===== src/rtl/uart_tx_fifo.sv =====
// uart_tx_fifo: buffered UART transmitter.
// Words enter a FIFO through a valid/ready handshake. Each word is sent
// LSB-first as: start bit, DATA_BITS data bits, optional parity bit,
// and STOP_BITS stop bits. Each bit lasts DIV = CLK_FREQ/BAUD_RATE clocks.
// Ports:
//   clk_i, rst_ni    clock, async active-low reset
//   tx_data_i/_vld_i write side of the FIFO; tx_data_rdy_o = !fifo_full_o
//   tx_o             registered serial line, idle high
//   tx_active_o      high while a frame is on the line
//   fifo_level_o     number of stored entries; fifo_full_o / fifo_empty_o flags
module uart_tx_fifo #(
  parameter int CLK_FREQ    = 50000000,
  parameter int BAUD_RATE   = 19200,
  parameter int DATA_BITS   = 8,
  parameter int PARITY_TYPE = 0,
  parameter int STOP_BITS   = 1,
  parameter int FIFO_DEPTH  = 8
) (
  input  logic                          clk_i,
  input  logic                          rst_ni,
  input  logic [DATA_BITS-1:0]          tx_data_i,
  input  logic                          tx_data_vld_i,
  output logic                          tx_data_rdy_o,
  output logic                          tx_o,
  output logic                          tx_active_o,
  output logic [$clog2(FIFO_DEPTH):0]   fifo_level_o,
  output logic                          fifo_full_o,
  output logic                          fifo_empty_o
);

  localparam int DIV = CLK_FREQ / BAUD_RATE;
  localparam int CW  = (DIV > 1) ? $clog2(DIV) : 1;
  localparam int AW  = $clog2(FIFO_DEPTH);

  localparam logic [CW-1:0] CNT_MAX   = CW'(DIV - 1);
  localparam logic [CW-1:0] CNT_ONE   = CW'(1);
  localparam logic [AW:0]   LVL_FULL  = (AW+1)'(FIFO_DEPTH);
  localparam logic [AW:0]   LVL_ONE   = (AW+1)'(1);
  localparam logic [AW-1:0] PTR_ONE   = AW'(1);
  localparam logic [3:0]    DATA_LAST = 4'(DATA_BITS - 1);
  localparam logic [3:0]    STOP_LAST = 4'(STOP_BITS - 1);

  typedef enum logic [2:0] {IDLE, START, DATA, PARITY, STOP} state_t;

  // ---------------- FIFO ----------------
  logic [DATA_BITS-1:0] mem [FIFO_DEPTH];
  logic [AW-1:0]        wr_ptr_q, rd_ptr_q;
  logic [AW:0]          level_q;
  logic                 push, pop;
  logic [DATA_BITS-1:0] head;

  assign fifo_full_o   = (level_q == LVL_FULL);
  assign fifo_empty_o  = (level_q == '0);
  assign tx_data_rdy_o = ~fifo_full_o;
  assign fifo_level_o  = level_q;
  assign push          = tx_data_vld_i & ~fifo_full_o;
  assign head          = mem[rd_ptr_q];

  always_ff @(posedge clk_i) begin
    if (push) mem[wr_ptr_q] <= tx_data_i;
  end

  always_ff @(posedge clk_i or negedge rst_ni) begin
    if (!rst_ni) begin
      wr_ptr_q <= '0;
      rd_ptr_q <= '0;
      level_q  <= '0;
    end else begin
      if (push) wr_ptr_q <= wr_ptr_q + PTR_ONE;
      if (pop)  rd_ptr_q <= rd_ptr_q + PTR_ONE;
      case ({push, pop})
        2'b10:   level_q <= level_q + LVL_ONE;
        2'b01:   level_q <= level_q - LVL_ONE;
        default: level_q <= level_q;
      endcase
    end
  end

  // ---------------- Serialiser ----------------
  state_t               state_q, state_d;
  logic [CW-1:0]        cnt_q, cnt_d;
  logic [3:0]           bit_q, bit_d;
  logic [DATA_BITS-1:0] shift_q, shift_d;
  logic                 par_q, par_d;
  logic                 tx_q, tx_d;
  logic                 active_q;
  logic                 tick, head_par;

  assign tick     = (cnt_q == CNT_MAX);
  assign head_par = (PARITY_TYPE == 1) ? ~^head : ^head;

  always_comb begin
    state_d = state_q;
    cnt_d   = tick ? '0 : cnt_q + CNT_ONE;
    bit_d   = bit_q;
    shift_d = shift_q;
    par_d   = par_q;
    pop     = 1'b0;
    case (state_q)
      IDLE: begin
        cnt_d = '0;
        if (!fifo_empty_o) begin
          pop     = 1'b1;
          shift_d = head;
          par_d   = head_par;
          state_d = START;
        end
      end
      START: if (tick) begin
        state_d = DATA;
        bit_d   = '0;
      end
      DATA: if (tick) begin
        shift_d = shift_q >> 1;
        if (bit_q == DATA_LAST) begin
          state_d = (PARITY_TYPE != 0) ? PARITY : STOP;
          bit_d   = '0;
        end else begin
          bit_d = bit_q + 4'd1;
        end
      end
      PARITY: if (tick) begin
        state_d = STOP;
        bit_d   = '0;
      end
      STOP: if (tick) begin
        if (bit_q != STOP_LAST) begin
          bit_d = bit_q + 4'd1;
        end else if (!fifo_empty_o) begin
          // chain straight into the next frame, no idle gap
          pop     = 1'b1;
          shift_d = head;
          par_d   = head_par;
          state_d = START;
        end else begin
          state_d = IDLE;
        end
      end
      default: state_d = IDLE;
    endcase
    // line value is a function of the next state so tx_o comes straight from a flop
    case (state_d)
      START:   tx_d = 1'b0;
      DATA:    tx_d = shift_d[0];
      PARITY:  tx_d = par_d;
      default: tx_d = 1'b1;
    endcase
  end

  always_ff @(posedge clk_i or negedge rst_ni) begin
    if (!rst_ni) begin
      state_q  <= IDLE;
      cnt_q    <= '0;
      bit_q    <= '0;
      shift_q  <= '0;
      par_q    <= 1'b0;
      tx_q     <= 1'b1;
      active_q <= 1'b0;
    end else begin
      state_q  <= state_d;
      cnt_q    <= cnt_d;
      bit_q    <= bit_d;
      shift_q  <= shift_d;
      par_q    <= par_d;
      tx_q     <= tx_d;
      active_q <= (state_d != IDLE);
    end
  end

  assign tx_o        = tx_q;
  assign tx_active_o = active_q;

endmodule


===== config.mk =====
export PLATFORM = sky130hd
export DESIGN_NAME = uart_tx_fifo
export DESIGN_NICKNAME = d
export VERILOG_FILES = /design/src/rtl/uart_tx_fifo.sv
export SDC_FILE = /design/constraint.sdc
export NUM_CORES = 1
export LEC_CHECK = 0
export ABC_AREA = 1
export CAP_MARGIN = 40
export CORE_MARGIN = 2
export CORE_UTILIZATION = 45
export CTS_BUF_LIST = sky130_fd_sc_hd__clkbuf_16
export CTS_CLUSTER_DIAMETER = 200
export CTS_CLUSTER_SIZE = 40
export DETAILED_ROUTE_END_ITERATION = 8
export SYNTH_ARGS = -nofsm -noshare
export SYNTH_HDL_FRONTEND = slang
export SYNTH_SLANG_ARGS = --single-unit

===== constraint.sdc =====
create_clock -name clk_i -period 3.6 [get_ports clk_i]
set_clock_uncertainty 0.2 [all_clocks]
set_input_delay 0.72 -clock clk_i [delete_from_list [all_inputs] [get_ports clk_i]]
set_output_delay 0.72 -clock clk_i [all_outputs]
set_load 0.01 [all_outputs]

==> results_dict.tcl <==
set metrics [dict create \
    outcome "complete, no violations" \
    drive_above_1_share 0.0797 \
    synth_warnings 0 \
    synthTopCellsByArea "edfxtp_1 36%, dfrtp_1 19%, nand2_1 15%" \
    ys_seq_area_frac 0.555 \
    fin_setup_tns_ns 0 \
    synth_top_family_by_area "simple AND/OR/NAND/NOR gates" \
    cts_root_buf "clkbuf_16" \
    fmax_mhz 339 \
    startpoint "fifo_level_o[1]" \
    critPathKind "reg -> out" \
    arrival_ns 2.03 \
    synthArstFlopShare 0.385 \
    synth_xor_area_frac 0.0166 \
    leakage_uw 0.00270 \
    fillers 1058 \
    synth_seq_cells 104 \
    cp-start-kind "flip-flop" \
    ir_drop_uv 473 \
    wirelength_um 10900 \
    p_sw_uw 1780 \
    setup_viol 0 \
    drv_slew 0 \
    power_uw 4390 \
    crit_fanout 6 \
    clkPwrFrac 0.216 \
    worst_skew_pair.late_latency_ns 0.35 \
    final_common_cell "nand2_1" \
    dp_hpwl_um 8040 \
    cts.clk_slew.worst_paths_ns 0.07 \
    holdCritPathClass "reg -> reg" \
    p_sw_frac 0.406 \
    io_pins 20 \
    gp_congestion 0.868 \
    worstPathRequired_ns 2.68 \
    grt_use_total 0.185 \
    grt_first_pass_wirelength_um 17900 \
    cts.sinks 104 \
    dieArea_mm2 0.0126 \
    hold_path_depth 1 \
    worstMarginPinSlew_ns 0.688 \
    cellPowerDensity_mw_per_mm2 750 \
    drt-wirelength-per-cell_um 14.2 \
    fin_crit_ns 2.95 \
    fin_crit_sh 0.819 \
    met2_length_um 5400 \
    internal-power_uw 2610 \
    cts_tree "done" \
    slew_headroom 0.539 \
    route.met3.wl_um 419 \
    final_util 0.513 \
    via_count 3811 \
    core_mm2 0.0114 \
    synth_compound_area_frac 0.0503 \
    synth_nets 620 \
    layout_common_cells "209 x nand2_1, 97 x inv_1, 64 x edfxtp_1" \
    yosys.area_share.simple 0.259 \
    synthAdderAreaFrac 0.0190 \
    r2r_end "fifo_level_o[3]" \
    insertedDiodeCount 0 \
    yosys.area.top_type_share 0.365 \
    synth_mux_area_frac 0.00214 \
    grt_max_degree 34 \
    yosys.area.top_type "edfxtp_1" \
    power_frac_seq 0.390 \
    wl_met1_um 4880 \
    grt_pass1_vias 3632 \
    rows 39 \
    r2r_cells 15 \
    max_cap_viol_count 0 \
    grt_overflow 0 \
    initialDrtViolationCount 347 \
    start_util 0.462 \
    rsz0062_at_grt "false" \
    final_cell_area_mm2 0.00586 \
    ant_nets 0 \
    syn-cell-area_mm2 0.00527 \
    synth_enable_flop_cells 64 \
    die_x_um 112 \
    io_buffers 19 \
    crit-reg2reg-launch "cnt_q[0]" \
    antenna_found_initial 0 \
    firstDrtPassIters 5 \
    cp-endpoint "fifo_empty_o" \
    vias_per_cell 4.95 \
    synthToLayoutAreaGrowth_pct 11.1 \
    cts_buffers 9 \
    synth_cell_types 43 \
    nets 641 \
    hold_viol_final 0 \
    placed_area_mm2 0.00556 \
    syn_area_per_cell_um2 8.77 \
    htree_levels 3 \
    r2r_slack_ns 0.77 \
    synthCells 601 \
    top_layer_used "met4" \
    cp-end-kind "output pin" \
    clockBufferDepth 2 \
    die_y_um 112 \
    synth_flop_cell "edfxtp_1" \
    route.detailed.drc 0 \
    pwr-share-comb 0.394 \
]
-- worst max-delay path: stages (launching register included) --
cell and delay (ns):
dfrtp_1 0.44, nor2_1 0.18, nand3_1 0.14, inv_1 0.31, clkdlybuf4s50_1 0.61
-- routing by layer --
metal,vias up,GRT usage
met3,12,0.0491
met2,67,0.312
li1,1942,-
met5,-,0
met4,0,0.0585
met1,1790,0.235
-- synthesized netlist by cell type, types with 4 or more instances --
| master | number |
|---|---|
| a21oi_1 | 10 |
| buf_4 | 5 |
| buf_6 | 5 |
| dfrtp_1 | 39 |
| edfxtp_1 | 64 |
| ha_1 | 8 |
| inv_1 | 97 |
| inv_2 | 7 |
| nand2_1 | 209 |
| nand3_1 | 53 |
| nor2_1 | 34 |
| nor2_2 | 4 |
| nor3_1 | 8 |
| o21ai_0 | 7 |
| o21ai_2 | 4 |
| o221ai_1 | 6 |
| xnor2_1 | 5 |
| xor2_1 | 5 |
-- kinds of logic after synthesis --
group | count (synthesis)
compound gates | 38
xor+xnor | 10
fa+ha+maj | 8
buf+inv | 120
flops | 104
mux | 1
simple gates | 320
-- sequential cells by signal, indices dropped and copies added, names as in the netlist --
signal,cells
fifo_level_o,4
cnt_q,12
mem,64
wr_ptr_q,3
rd_ptr_q,3
shift_q,8
tx_o,1
par_q,1
tx_active_o,1
state_q,3
bit_q,4
-- power groups by stage --
| stage | Combinational, uW | Sequential, uW | Clock (uW) |
|---|---|---|---|
| 6_report | 1730 | 1710 | 948 |
| 5_1_grt | 2000 | 1740 | 1020 |
| 4_1_cts | 1750 | 1710 | 975 |
| 3_5_place_dp | 1740 | 1740 | 0 |
| 3_3_place_gp | 1720 | 1730 | 0 |
| 2_1_floorplan | 1400 | 1660 | 0 |
-- metrics by stage --
stage,hold slack [ns],setup slack (ns),instances
after CTS,0.276,0.619,770
final,0.271,0.651,770
after global placement,0.243,0.811,752
after detailed placement,0.265,0.770,753
after floorplan,0.224,1.02,601
after global routing,0.301,0.501,770
-- timing repair --
action	in CTS	in global routing
hold buffers	1	0
endpoints found under the setup margin	0	0
setup buffers	0	0
hold endpoints to repair	2	0
gates resized for setup	0	0
-- final cells by class --
cell class | instances | area (um2) | share of cell area
Clock buffer | 9 | 225 | 0.0384
Clock inverter | 7 | 61.3 | 0.0105
Inverter | 107 | 409 | 0.0698
Multi-Input combinational cell | 377 | 1830 | 0.312
Sequential cell | 104 | 2920 | 0.499
Tap cell | 143 | 179 | 0.0305
Timing Repair Buffer | 23 | 230 | 0.0393
-- worst min path at each step --
stage	start	endpoint	slack [ns]
after global routing	cnt_q[0]	cnt_q[0]	0.30
after CTS	cnt_q[0]	cnt_q[0]	0.28
after global placement	cnt_q[0]	cnt_q[0]	0.24
final	cnt_q[0]	cnt_q[0]	0.27
after floorplan	rst_ni	bit_q[0]	0.22
after detailed placement	cnt_q[0]	cnt_q[0]	0.27
Power figures use the tool's default switching activity.
